===== src/rtl/lpc_rd_pkg.sv =====
// Shared types and constants for the LPC lag-pair memory reader.
// Used by lpc_mem_reader and lpc_rd_skid.
package lpc_rd_pkg;

  localparam int L_WINDOW_DEFAULT = 240;
  localparam int ADDR_W           = 8;
  localparam int SAMPLE_W         = 16;
  localparam int CALC_W           = 9;

  typedef enum logic [2:0] {
    ST_IDLE  = 3'd0,
    ST_RD_A  = 3'd1,
    ST_RD_B  = 3'd2,
    ST_WAIT  = 3'd3,
    ST_DRAIN = 3'd4,
    ST_DONE  = 3'd5
  } rd_state_e;

  typedef struct packed {
    logic [SAMPLE_W-1:0] a;
    logic [SAMPLE_W-1:0] b;
    logic                last;
  } rd_pair_t;

  // Address arithmetic runs one bit wider than the read port so n+k never wraps.
  function automatic logic [ADDR_W-1:0] to_addr(input logic [CALC_W-1:0] v);
    return v[ADDR_W-1:0];
  endfunction

endpackage


===== src/rtl/lpc_rd_skid.sv =====
// One-pair holding register between the read pipeline and the pair output.
// Instantiated by lpc_mem_reader only when LPC_READER_STALL_EN is defined.
module lpc_rd_skid
  import lpc_rd_pkg::*;
(
  input  logic     clock,
  input  logic     reset,
  input  logic     in_valid,
  input  rd_pair_t in_pair,
  input  logic     out_ready,
  output logic     out_valid,
  output rd_pair_t out_pair,
  output logic     hold_valid
);

  rd_pair_t hold_pair;

  // NOTE: the data registers are reset too, not only the valid flags,
  // so Sample_A/Sample_B read back as zero straight after reset.
  always_ff @(posedge clock) begin
    if (reset) begin
      out_valid  <= 1'b0;
      out_pair   <= '0;
      hold_valid <= 1'b0;
      hold_pair  <= '0;
    end else if (!out_valid || out_ready) begin
      if (hold_valid) begin
        out_valid <= 1'b1;
        out_pair  <= hold_pair;
        if (in_valid) begin
          hold_pair <= in_pair;
        end else begin
          hold_valid <= 1'b0;
        end
      end else begin
        out_valid <= in_valid;
        if (in_valid) begin
          out_pair <= in_pair;
        end
      end
    end else if (in_valid) begin
      // Output is stalled: park the arriving pair; the reader never lets two arrive.
      hold_valid <= 1'b1;
      hold_pair  <= in_pair;
    end
  end

endmodule


===== src/rtl/lpc_mem_reader.sv =====
// Streams (x[n], x[n+k]) sample pairs from a synchronous buffer for one lag pass.
// Optional output back-pressure (Out_Ready) is enabled by defining LPC_READER_STALL_EN.
module lpc_mem_reader
  import lpc_rd_pkg::*;
#(
  parameter int L_WINDOW = L_WINDOW_DEFAULT,
  parameter int LAG_W    = 4
) (
  input  logic                clock,
  input  logic                reset,
  input  logic                Start,
  input  logic [LAG_W-1:0]    Lag,
  output logic [ADDR_W-1:0]   Out_Count,
  input  logic [SAMPLE_W-1:0] Mem_Sample,
`ifdef LPC_READER_STALL_EN
  input  logic                Out_Ready,
`endif
  output logic                Pair_Valid,
  output logic [SAMPLE_W-1:0] Sample_A,
  output logic [SAMPLE_W-1:0] Sample_B,
  output logic                Busy,
  output logic                Done
);

  rd_state_e           state;
  logic [CALC_W-1:0]   n_q;
  logic [CALC_W-1:0]   k_q;
  logic [CALC_W-1:0]   last_n_q;
  logic [ADDR_W-1:0]   out_count_q;
  logic                busy_q;
  logic                rd_a_q;
  logic                rd_b_q;
  logic [SAMPLE_W-1:0] a_q;

  logic                pair_valid;
  logic [SAMPLE_W-1:0] pair_a;
  logic [SAMPLE_W-1:0] pair_b;
  logic                can_issue;
  logic                can_resume;
  logic                last_accept;

`ifdef LPC_READER_STALL_EN
  logic     rd_b_last_q;
  logic     hold_valid;
  rd_pair_t pair_in;
  rd_pair_t pair_out;

  assign pair_in = '{a: a_q, b: Mem_Sample, last: rd_b_last_q};

  lpc_rd_skid u_skid (
    .clock      (clock),
    .reset      (reset),
    .in_valid   (rd_b_q),
    .in_pair    (pair_in),
    .out_ready  (Out_Ready),
    .out_valid  (pair_valid),
    .out_pair   (pair_out),
    .hold_valid (hold_valid)
  );

  assign pair_a      = pair_out.a;
  assign pair_b      = pair_out.b;
  // A new pair may only be started once the skid is guaranteed to be empty after this edge.
  assign can_issue   = !hold_valid && (!pair_valid || Out_Ready);
  assign can_resume  = can_issue && !rd_b_q;
  assign last_accept = pair_valid && pair_out.last && Out_Ready;
  assign Done        = (state == ST_DONE) && last_accept;
`else
  logic                done_q;
  logic [SAMPLE_W-1:0] sample_a_q;
  logic [SAMPLE_W-1:0] sample_b_q;

  always_ff @(posedge clock) begin
    if (reset) begin
      pair_valid <= 1'b0;
      sample_a_q <= '0;
      sample_b_q <= '0;
    end else begin
      pair_valid <= rd_b_q;
      if (rd_b_q) begin
        sample_a_q <= a_q;
        sample_b_q <= Mem_Sample;
      end
    end
  end

  assign pair_a      = sample_a_q;
  assign pair_b      = sample_b_q;
  assign can_issue   = 1'b1;
  assign can_resume  = 1'b1;
  assign last_accept = 1'b1;
  assign Done        = done_q;
`endif

  // NOTE: every register here updates with <= so all state moves on the
  // same edge regardless of statement order inside the block.
  always_ff @(posedge clock) begin
    if (reset) begin
      state       <= ST_IDLE;
      n_q         <= '0;
      k_q         <= '0;
      last_n_q    <= '0;
      out_count_q <= '0;
      busy_q      <= 1'b0;
      rd_a_q      <= 1'b0;
      rd_b_q      <= 1'b0;
      a_q         <= '0;
`ifdef LPC_READER_STALL_EN
      rd_b_last_q <= 1'b0;
`else
      done_q      <= 1'b0;
`endif
    end else begin
      // Read data returns one cycle after the address, so the issuing state is delayed by one.
      rd_a_q <= (state == ST_RD_A);
      rd_b_q <= (state == ST_RD_B);
`ifdef LPC_READER_STALL_EN
      rd_b_last_q <= (state == ST_RD_B) && (n_q == last_n_q);
`else
      done_q <= 1'b0;
`endif
      if (rd_a_q) begin
        a_q <= Mem_Sample;
      end

      case (state)
        ST_IDLE: begin
          out_count_q <= '0;
          if (Start) begin
            k_q      <= CALC_W'(Lag);
            last_n_q <= CALC_W'(L_WINDOW - 1) - CALC_W'(Lag);
            n_q      <= '0;
            busy_q   <= 1'b1;
            state    <= ST_RD_A;
          end
        end
        ST_RD_A: begin
          out_count_q <= to_addr(n_q + k_q);
          state       <= ST_RD_B;
        end
        ST_RD_B: begin
          if (n_q == last_n_q) begin
            out_count_q <= '0;
            state       <= ST_DRAIN;
          end else begin
            n_q <= n_q + CALC_W'(1);
            if (can_issue) begin
              out_count_q <= to_addr(n_q + CALC_W'(1));
              state       <= ST_RD_A;
            end else begin
              state <= ST_WAIT;
            end
          end
        end
        ST_WAIT: begin
          if (can_resume) begin
            out_count_q <= to_addr(n_q);
            state       <= ST_RD_A;
          end
        end
        ST_DRAIN: begin
          out_count_q <= '0;
          state       <= ST_DONE;
`ifndef LPC_READER_STALL_EN
          done_q      <= 1'b1;
`endif
        end
        ST_DONE: begin
          out_count_q <= '0;
          if (last_accept) begin
            busy_q <= 1'b0;
            state  <= ST_IDLE;
          end
        end
        default: begin
          out_count_q <= '0;
          busy_q      <= 1'b0;
          state       <= ST_IDLE;
        end
      endcase
    end
  end

  assign Out_Count  = out_count_q;
  assign Busy       = busy_q;
  assign Pair_Valid = pair_valid;
  assign Sample_A   = pair_a;
  assign Sample_B   = pair_b;

endmodule


===== config.mk =====
export PLATFORM = sky130hd
export DESIGN_NAME = lpc_mem_reader
export DESIGN_NICKNAME = d
export VERILOG_FILES = /design/src/rtl/lpc_rd_pkg.sv /design/src/rtl/lpc_rd_skid.sv /design/src/rtl/lpc_mem_reader.sv
export SDC_FILE = /design/constraint.sdc
export NUM_CORES = 1
export LEC_CHECK = 0
export ABC_AREA = 1
export CAP_MARGIN = 25
export CORE_MARGIN = 2
export CORE_UTILIZATION = 40
export DETAILED_ROUTE_END_ITERATION = 8
export PLACE_DENSITY_LB_ADDON = 0.05
export SLEW_MARGIN = 10
export SYNTH_ARGS = -nofsm -noshare
export SYNTH_HDL_FRONTEND = slang
export SYNTH_SLANG_ARGS = --single-unit

===== constraint.sdc =====
create_clock -name clock -period 1.79 [get_ports clock]
set_input_delay 0.358 -clock clock [delete_from_list [all_inputs] [get_ports clock]]
set_output_delay 0.358 -clock clock [all_outputs]
set_load 0.03 [all_outputs]

* Word-level counts from Yosys, hierarchy flattened
Cells that the tools add are included.
** Word-level totals
- Output and inout port bits :: 43
- Register bits :: 86
- Input port bits :: 23
** Operators by class
- Reductions and logical operators :: 6
- $add $sub $neg :: 3
- Bitwise operators :: 1
- Mux-type cells :: 11
- Eq/ne operators :: 7
** Operators by type and width (count)
- $pmux 8 s3 :: 1
- $mux 9 :: 2
- $pmux 9 s2 :: 1
- $pmux 3 s5 :: 1
- $add 9x1->9 const B :: 1
- $eq 9x9->1 :: 1
- $sub 8x4->9 const A :: 1
- $add 8x4->8 :: 1
- $mux 8 :: 1
- $eq 3x2->1 const B :: 2
- $mux 3 :: 2
- $ne 2x2->1 const B :: 2
- $reduce_and 2->1 :: 2
- $reduce_or 4->1 :: 1
- $eq 3x1->1 const B :: 1
- $eq 3x3->1 const B :: 1
- $logic_not 3->1 :: 1
- $reduce_and 3->1 :: 1
- $mux 1 :: 2
- $pmux 1 s2 :: 1
- $reduce_bool 2->1 :: 1
- $not 1->1 :: 1

* Depth between registers and ports, before layout
Gate-level depths: netlist of the first run.
- Word-level depth :: 4
- Depth in mapped cells :: 11

* Worst setup path before layout of the first run
OpenSTA, ideal clock, no wires.
- Path kind :: reg-to-reg
- Start point :: register n_q[0]
- End point :: register out_count_q[6] (netlist: Out_Count[6])
- Path buffers :: 0
- Required time :: 1.662 ns
- Slack :: 0.152 ns
- Setup time :: 0.128 ns
- Cell stages (with the launch flop) :: 12
- Data arrival time :: 1.510 ns
- Cell sequence :: dfxtp_1 > ha_1 > inv_1 > fa_1 > inv_1 > nand3_1 > nand2_1 > nand3_1 > nand3_1 > nand2_1 > nor2_1 > nor2_1
** On the way
- Longest elaborated chain between the ends :: 3
- Elaborated cells on any way between the ends :: 5
- Classes of those cells :: add/sub (2); eq/ne (1); mux (2)
** RTL lines
- start: declaration :: RTL line lpc_mem_reader.sv:26 : logic [CALC_W-1:0] n_q;
- start signal: assignment :: RTL line lpc_mem_reader.sv:146 : n_q <= n_q + CALC_W'(1);
- $add 9x1->9 / $eq 9x9->1 (equally long branches) :: RTL line lpc_mem_reader.sv:148, lpc_mem_reader.sv:142
- $mux 8 :: RTL line lpc_mem_reader.sv:142 : if (n_q == last_n_q) begin
- $pmux 8 s3 * :: RTL line lpc_mem_reader.sv:126 : case (state)
- end signal: assignment :: RTL line lpc_mem_reader.sv:138 : out_count_q <= to_addr(n_q + k_q);
- end signal: assignment :: RTL line lpc_mem_reader.sv:148 : out_count_q <= to_addr(n_q + CALC_W'(1));
- end signal: assignment :: RTL line lpc_mem_reader.sv:157 : out_count_q <= to_addr(n_q);
- end: declaration :: RTL line lpc_mem_reader.sv:29 : logic [ADDR_W-1:0] out_count_q;
Every way passes the cells marked *; elsewhere a longest branch is shown, timed or not.
A chain may end at the register's enable or synchronous reset.

* Final worst setup path of the first run
- Start point :: register sample_b_q[11] (netlist: Sample_B[11])
- End point :: output port Sample_B[11]
** RTL lines
- start: declaration :: RTL line lpc_mem_reader.sv:71 : logic [SAMPLE_W-1:0] sample_b_q;
- start signal: assignment :: RTL line lpc_mem_reader.sv:82 : sample_b_q <= Mem_Sample;
- end: declaration :: RTL line lpc_mem_reader.sv:20 : output logic [SAMPLE_W-1:0] Sample_B,
No word-level cell between the ends.

==> results of run 1 <==
power by group through the flow:
stage | combinational (W) | sequential [W] | clock (W)
floorplan | 0.000302 | 0.00211 | 0
global placement | 0.000639 | 0.00204 | 0
detailed placement | 0.000640 | 0.00205 | 0
CTS | 0.000644 | 0.00200 | 0.00137
global route | 0.000710 | 0.00202 | 0.00144
finish | 0.000642 | 0.00200 | 0.00135
layout make-up:
type | count | area [um2] | share of cell area (%)
Clock buffer | 11 | 131 | 2.96
Clock inverter | 5 | 62.6 | 1.41
Inverter | 39 | 146 | 3.29
Multi-Input combinational cell | 331 | 1530 | 34.5
Sequential cell | 82 | 1640 | 37.0
Tap cell | 105 | 131 | 2.96
Timing Repair Buffer | 82 | 796 | 17.9
state kept, by name (all words and copies together), names as in the netlist:
signal	count
Busy	1
Done	1
Out_Count	8
Pair_Valid	1
Sample_A	16
Sample_B	16
a_q	16
k_q	4
last_n_q	5
n_q	9
rd_a_q	1
rd_b_q	1
state	3
cell usage after synthesis (all sizes together), types with 2 or more instances:
master / number
inv: 38
nand4: 3
ha: 5
o21ai: 56
clkbuf: 15
nand3: 32
nand2: 74
nor2: 126
or2: 3
dfxtp: 82
a31oi: 2
buf: 7
a21oi: 23
per-stage QoR:
stage | total power, W | instances | cell area [um2]
after CTS | 0.00402 | 653 | 4420
after floorplan | 0.00241 | 474 | 3410
final | 0.00399 | 655 | 4440
after global routing | 0.00417 | 655 | 4440
after detailed placement | 0.00269 | 637 | 4230
after global placement | 0.00268 | 637 | 4230
path summary, 6_finish.rpt:
check	endpoint	slack [ns]	depth (start not counted)
setup / recovery	Sample_B[11]	0.05	1
hold / removal	last_n_q[3]	0.48	2
setup reg to reg	Out_Count[4]	0.13	12
hold reg to reg	last_n_q[3]	0.48	2
what timing repair did:
action                                  4_1_cts  5_1_grt
endpoints found under the hold margin         0        0
endpoints found under the setup margin        0        3
resized for setup                             0        5
buffers inserted                              0        2
hold buffers                                  0        0
routing by layer:
layer	up-vias	share of wire, %	track usage, %
li1	1657	-	-
met1	1431	46	25.6
met2	63	48	33.9
met3	11	4.6	4.23
met4	0	1.5	7.63
met5	-	0	0
tightest hold or removal path, stage by stage, from the launching register on:
cell     delay [ns]
dfxtp_1        0.32
inv_1          0.07
a21oi_1        0.06
logic make-up after synthesis:
group / count (synthesis)
and+or+nand+nor: 240
AOI/OAI and AO/OA: 84
DFF: 82
buffers and inverters: 61
adders and majority gates: 6
xor gates and xnor gates: 1
==> results.yml, run 1 <==
status:
  status: "finished clean"
power:
  ir_worst_vdd_v: 0.000525
  p_sw_w: 0.00115
  pwr-share-seq_pct: 50.2
  p_leak_nw: 2.00
  power_frac_comb_pct: 16.1
  powerDensity_mw_per_mm2: 899
  swShare_pct: 28.9
  clkPwrFrac_pct: 33.7
  p_int_w: 0.00284
final_layout:
  fillCellCount: 816
  nNetsFinal: 574
  final_cell_mix: "122 x nor2_1, 81 x dfxtp_1, 71 x nand2_1"
  postLayoutCoreUtil_pct: 53.8
  antenna_cells: 0
  area_growth_pct: 30.3
  final_common_cell: "nor2_1"
  drive_gt1_share_pct: 9.64
detailed_routing:
  vias: 3162
  ant_nets: 0
  dr.pass1.iters: 4
  drt-total-wl_um: 8800
  drt-vias-per-instance: 4.83
  drc: 0
  drtIter0Drc: 118
  wl_per_cell_um: 13.4
synthesis:
  synth_area_leaders: "dfxtp_1 48%, nor2_1 13%, o21ai_0 8.2%"
  syn_area_mm2: 0.00341
  synthFlopType: "dfxtp_1"
  synth_area_per_cell_um2: 7.19
  ys_async_sr_fraction_pct: 0
  synth-xor-area-share_pct: 0.257
  synth_top_family_by_area: "simple AND/OR/NAND/NOR gates"
  synth_top_cell_by_area: "dfxtp_1"
  synth_fa_ha_area_share_pct: 2.42
  synth_fp_nets: 503
  synth_seq_cells: 82
  synthMuxAreaShare_pct: 0
  synth_cells: 474
  ys_seq_area_share_pct: 48.1
  synth_compound_area_share_pct: 12.7
  yosys.area_share.simple_pct: 29.5
  synth_cell_type_count: 29
  synth_edf_count: 0
  netlist.area_leader.share_pct: 48.1
  synth_warnings: 0
timing:
  slew_violations: 0
  rsz0062_at_grt: "no"
  max_freq_ghz: 0.574
  worstMarginPinSlew_ns: 0.587
  setup_viol: 0
  clock_skew_ns: 0.00750
  fin_crit_ns: 1.74
  tns_ns: 0
  setup_slack_ns: 0.0487
  hold_viol_final: 0
  slew_headroom_pct: 60.8
  fin_hold_ws_ns: 0.478
  fin_crit_sh_pct: 97.3
clock_tree:
  clkTransAtPathRegs_ns: 0.09
  cts_tree: "done"
  cts-root-buf: "clkbuf_8"
  numCtsBuffers: 9
  clock_latency_ns: 0.35
  cts_sinks: 82
  clockBufferDepth: 2
  h-tree-depth: 3
setup_path:
  required_ns: 1.43
  r2r_start: "k_q[0]"
  crit_buf_inv: 1
  critPathLaunch: "Sample_B[11]"
  critPathKind: "reg2out"
  cpPeakStageDelay_ns: 0.68
  cpLargestDelayFamily: "buffers and inverters"
  critPathMaxFanout: 2
  cp_cell_sequence: "clkdlybuf4s50_1"
  endpoint_kind: "output port"
  cp-start-kind: "register"
  worstPathArrival_ns: 1.38
  crit_slowest_cell: "clkdlybuf4s50_1"
floorplanning:
  core_mm2: 0.00826
  initial_core_util_pct: 41.3
  dieArea_mm2: 0.00928
  num_rows: 33
  die_width_um: 96.3
  ios: 66
  fp.dieH_um: 96.3
place:
  gp_congestion: 0.881
  dp_slack_ns: 0.0930
  port_buffers: 65
  dp_hpwl_um: 5950
job:
  drv_cap: 0
global_route:
  grt_pass1_wl_um: 14400
  grt-ovfl-total: 0
  grt_usage_pct: 20.2
  grt_max_degree: 42
  antenna_found_initial: 0
  grt_pass1_vias: 3081
min_path:
  hp-class: "reg2reg"
  hold_start: "last_n_q[3]"
Note: power is estimated with default switching activity, not from simulation.
==> run 2: changes to the inputs <==
--- a/config.mk
+++ b/config.mk
@@ -8,7 +8,7 @@
 export ABC_AREA = 1
 export CAP_MARGIN = 25
 export CORE_MARGIN = 2
-export CORE_UTILIZATION = 40
+export CORE_UTILIZATION = 35
 export DETAILED_ROUTE_END_ITERATION = 8
 export PLACE_DENSITY_LB_ADDON = 0.05
 export SLEW_MARGIN = 10
==> constraint.sdc (replaced) <==
create_clock -name clock -period 1.79 [get_ports clock]
set_input_delay 0.358 -clock clock [delete_from_list [all_inputs] [get_ports clock]]
set_output_delay 0.358 -clock clock [all_outputs]
set_load 0.1 [all_outputs]
==> results.yml, run 2 (synthesized netlist as in run 1, its figures left out) <==
setup_path:
  endpoint_kind: "register"
  r2r_slack_ns: 0.12
  cpPeakStageDelay_ns: 0.37
  critPathMaxFanout: 4
  worstPathArrival_ns: 1.90
  cp_cell_sequence: "ha_1, inv_1, fa_1, inv_2, nand3_1, nand2_1, nand3_1, nand3_1, nand2_1, nor2_1, nor2_1"
  path_common_cell: "nand3_1"
  cp-start-kind: "register"
  crit_slowest_cell: "fa_1"
  critPathKind: "reg2reg"
  required_ns: 2.02
detailed_routing:
  wl_per_cell_um: 13.0
  met3_length_um: 531
  vias: 3201
  met2_wirelength_um: 4220
  drt-total-wl_um: 8860
  top_layer_used: "met4"
  drc: 0
  ant_nets: 0
  drt-vias-per-instance: 4.71
  drtIter0Drc: 94
  dr.pass1.iters: 4
  wirelength_met1_um: 3910
timing:
  max_freq_ghz: 0.601
  worstMarginPinSlew_ns: 0.558
  tns_ns: 0
  clock_skew_ns: 0.0160
  fin_crit_ns: 1.67
  setup_viol: 0
  rsz0062_at_grt: "no"
  slew_violations: 0
  fin_crit_sh_pct: 93.0
  slew_headroom_pct: 62.8
  hold_viol_final: 0
clock_tree:
  cts-root-buf: "clkbuf_8"
  cts_sinks: 82
  clock_latency_ns: 0.35
  cts_setup_buffers: 0
  clkTransAtPathRegs_ns: 0.09
  h-tree-depth: 3
  numCtsBuffers: 9
  cts_tree: "done"
  clockBufferDepth: 2
floorplanning:
  ios: 66
  core_mm2: 0.00959
  initial_core_util_pct: 35.5
  num_rows: 36
  fp.dieH_um: 103
  die_width_um: 103
  dieArea_mm2: 0.0105
global_route:
  grt_usage_pct: 18.1
  grt_pass1_wl_um: 14900
  grt-ovfl-total: 0
  grt_pass1_vias: 3160
  antenna_found_initial: 0
  grt_max_degree: 49
place:
  gp_congestion: 0.923
  port_buffers: 65
  dp.cells: 663
  dp_hpwl_um: 6250
job:
  drv_cap: 0
final_layout:
  antenna_cells: 0
  area_growth_pct: 42.9
  layout.cells.non_filler: 679
  nNetsFinal: 570
  drive_gt1_share_pct: 16.7
  final_common_cell: "nor2_1"
  final_cell_mix: "122 x nor2_1, 82 x dfxtp_1, 71 x nand2_1"
power:
  powerDensity_mw_per_mm2: 867
  ir_worst_vdd_v: 0.000478
  p_leak_nw: 2.15
status:
  status: "finished clean"
min_path:
  hp-class: "reg2reg"
## run 2: changes by cell type in the layout (fill, tap and decap cells not counted), moves of 2 or more
cell,before,now
buf_12,1,45
buf_4,16,11
dlymetal6s2s_1,2,0
clkdlybuf4s50_1,63,22
## run 2: power by group
part,switching [W],leakage (nW),internal (W)
Sequential,0.0000912,0.667,0.00193
Combinational,0.000619,1.40,0.000333
Clock,0.000697,0.0818,0.000547
## run 2: layer usage
metal  up-vias  GRT usage (%)
met4         0           7.38
li1       1638              -
met5         -              0
met2        80           30.1
met1      1464           22.0
met3        19           5.36
## run 2: what timing repair did
action	in CTS	in global routing
hold buffers	0	0
resized for setup	0	1
setup endpoints to repair	0	1
hold endpoints to repair	0	0
## run 2: area by class of cell
type                            instances  area, um2
Clock buffer                           11        141
Multi-Input combinational cell        331       1530
Timing Repair Buffer                   78       1200
Fill cell                             949       4720
Inverter                               39        146
Tap cell                              133        166
Clock inverter                          5       40.0
Sequential cell                        82       1640
## run 2: per-stage QoR
stage	instance area, um2	hold slack (ns)	util (%)	power [W]	setup WS (ns)
floorplan	3410	0.441	-	0.00264	0.152
global route	4870	0.502	50.8	0.00442	0.0118
detailed placement	4690	0.467	48.9	0.00303	0.0756
finish	4870	0.478	50.8	0.00422	0.125
global placement	4690	0.460	48.9	0.00302	0.122
CTS	4870	0.485	50.8	0.00427	0.120
## run 2: path summary, 6_finish.rpt
kind	endpoint	depth (start not counted)	from
min	Sample_A[3]	2	a_q[3]
max	Out_Count[6]	11	n_q[0]
min reg2reg	Sample_A[3]	2	a_q[3]
max reg2reg	Out_Count[6]	11	n_q[0]
## run 2: worst max-delay path: cells and delay by family, from the launching register on
family	cells	cell delay (ns)
fa+ha+maj	2	0.54
simple gates	7	0.53
flops	1	0.34
buf+inv	2	0.15
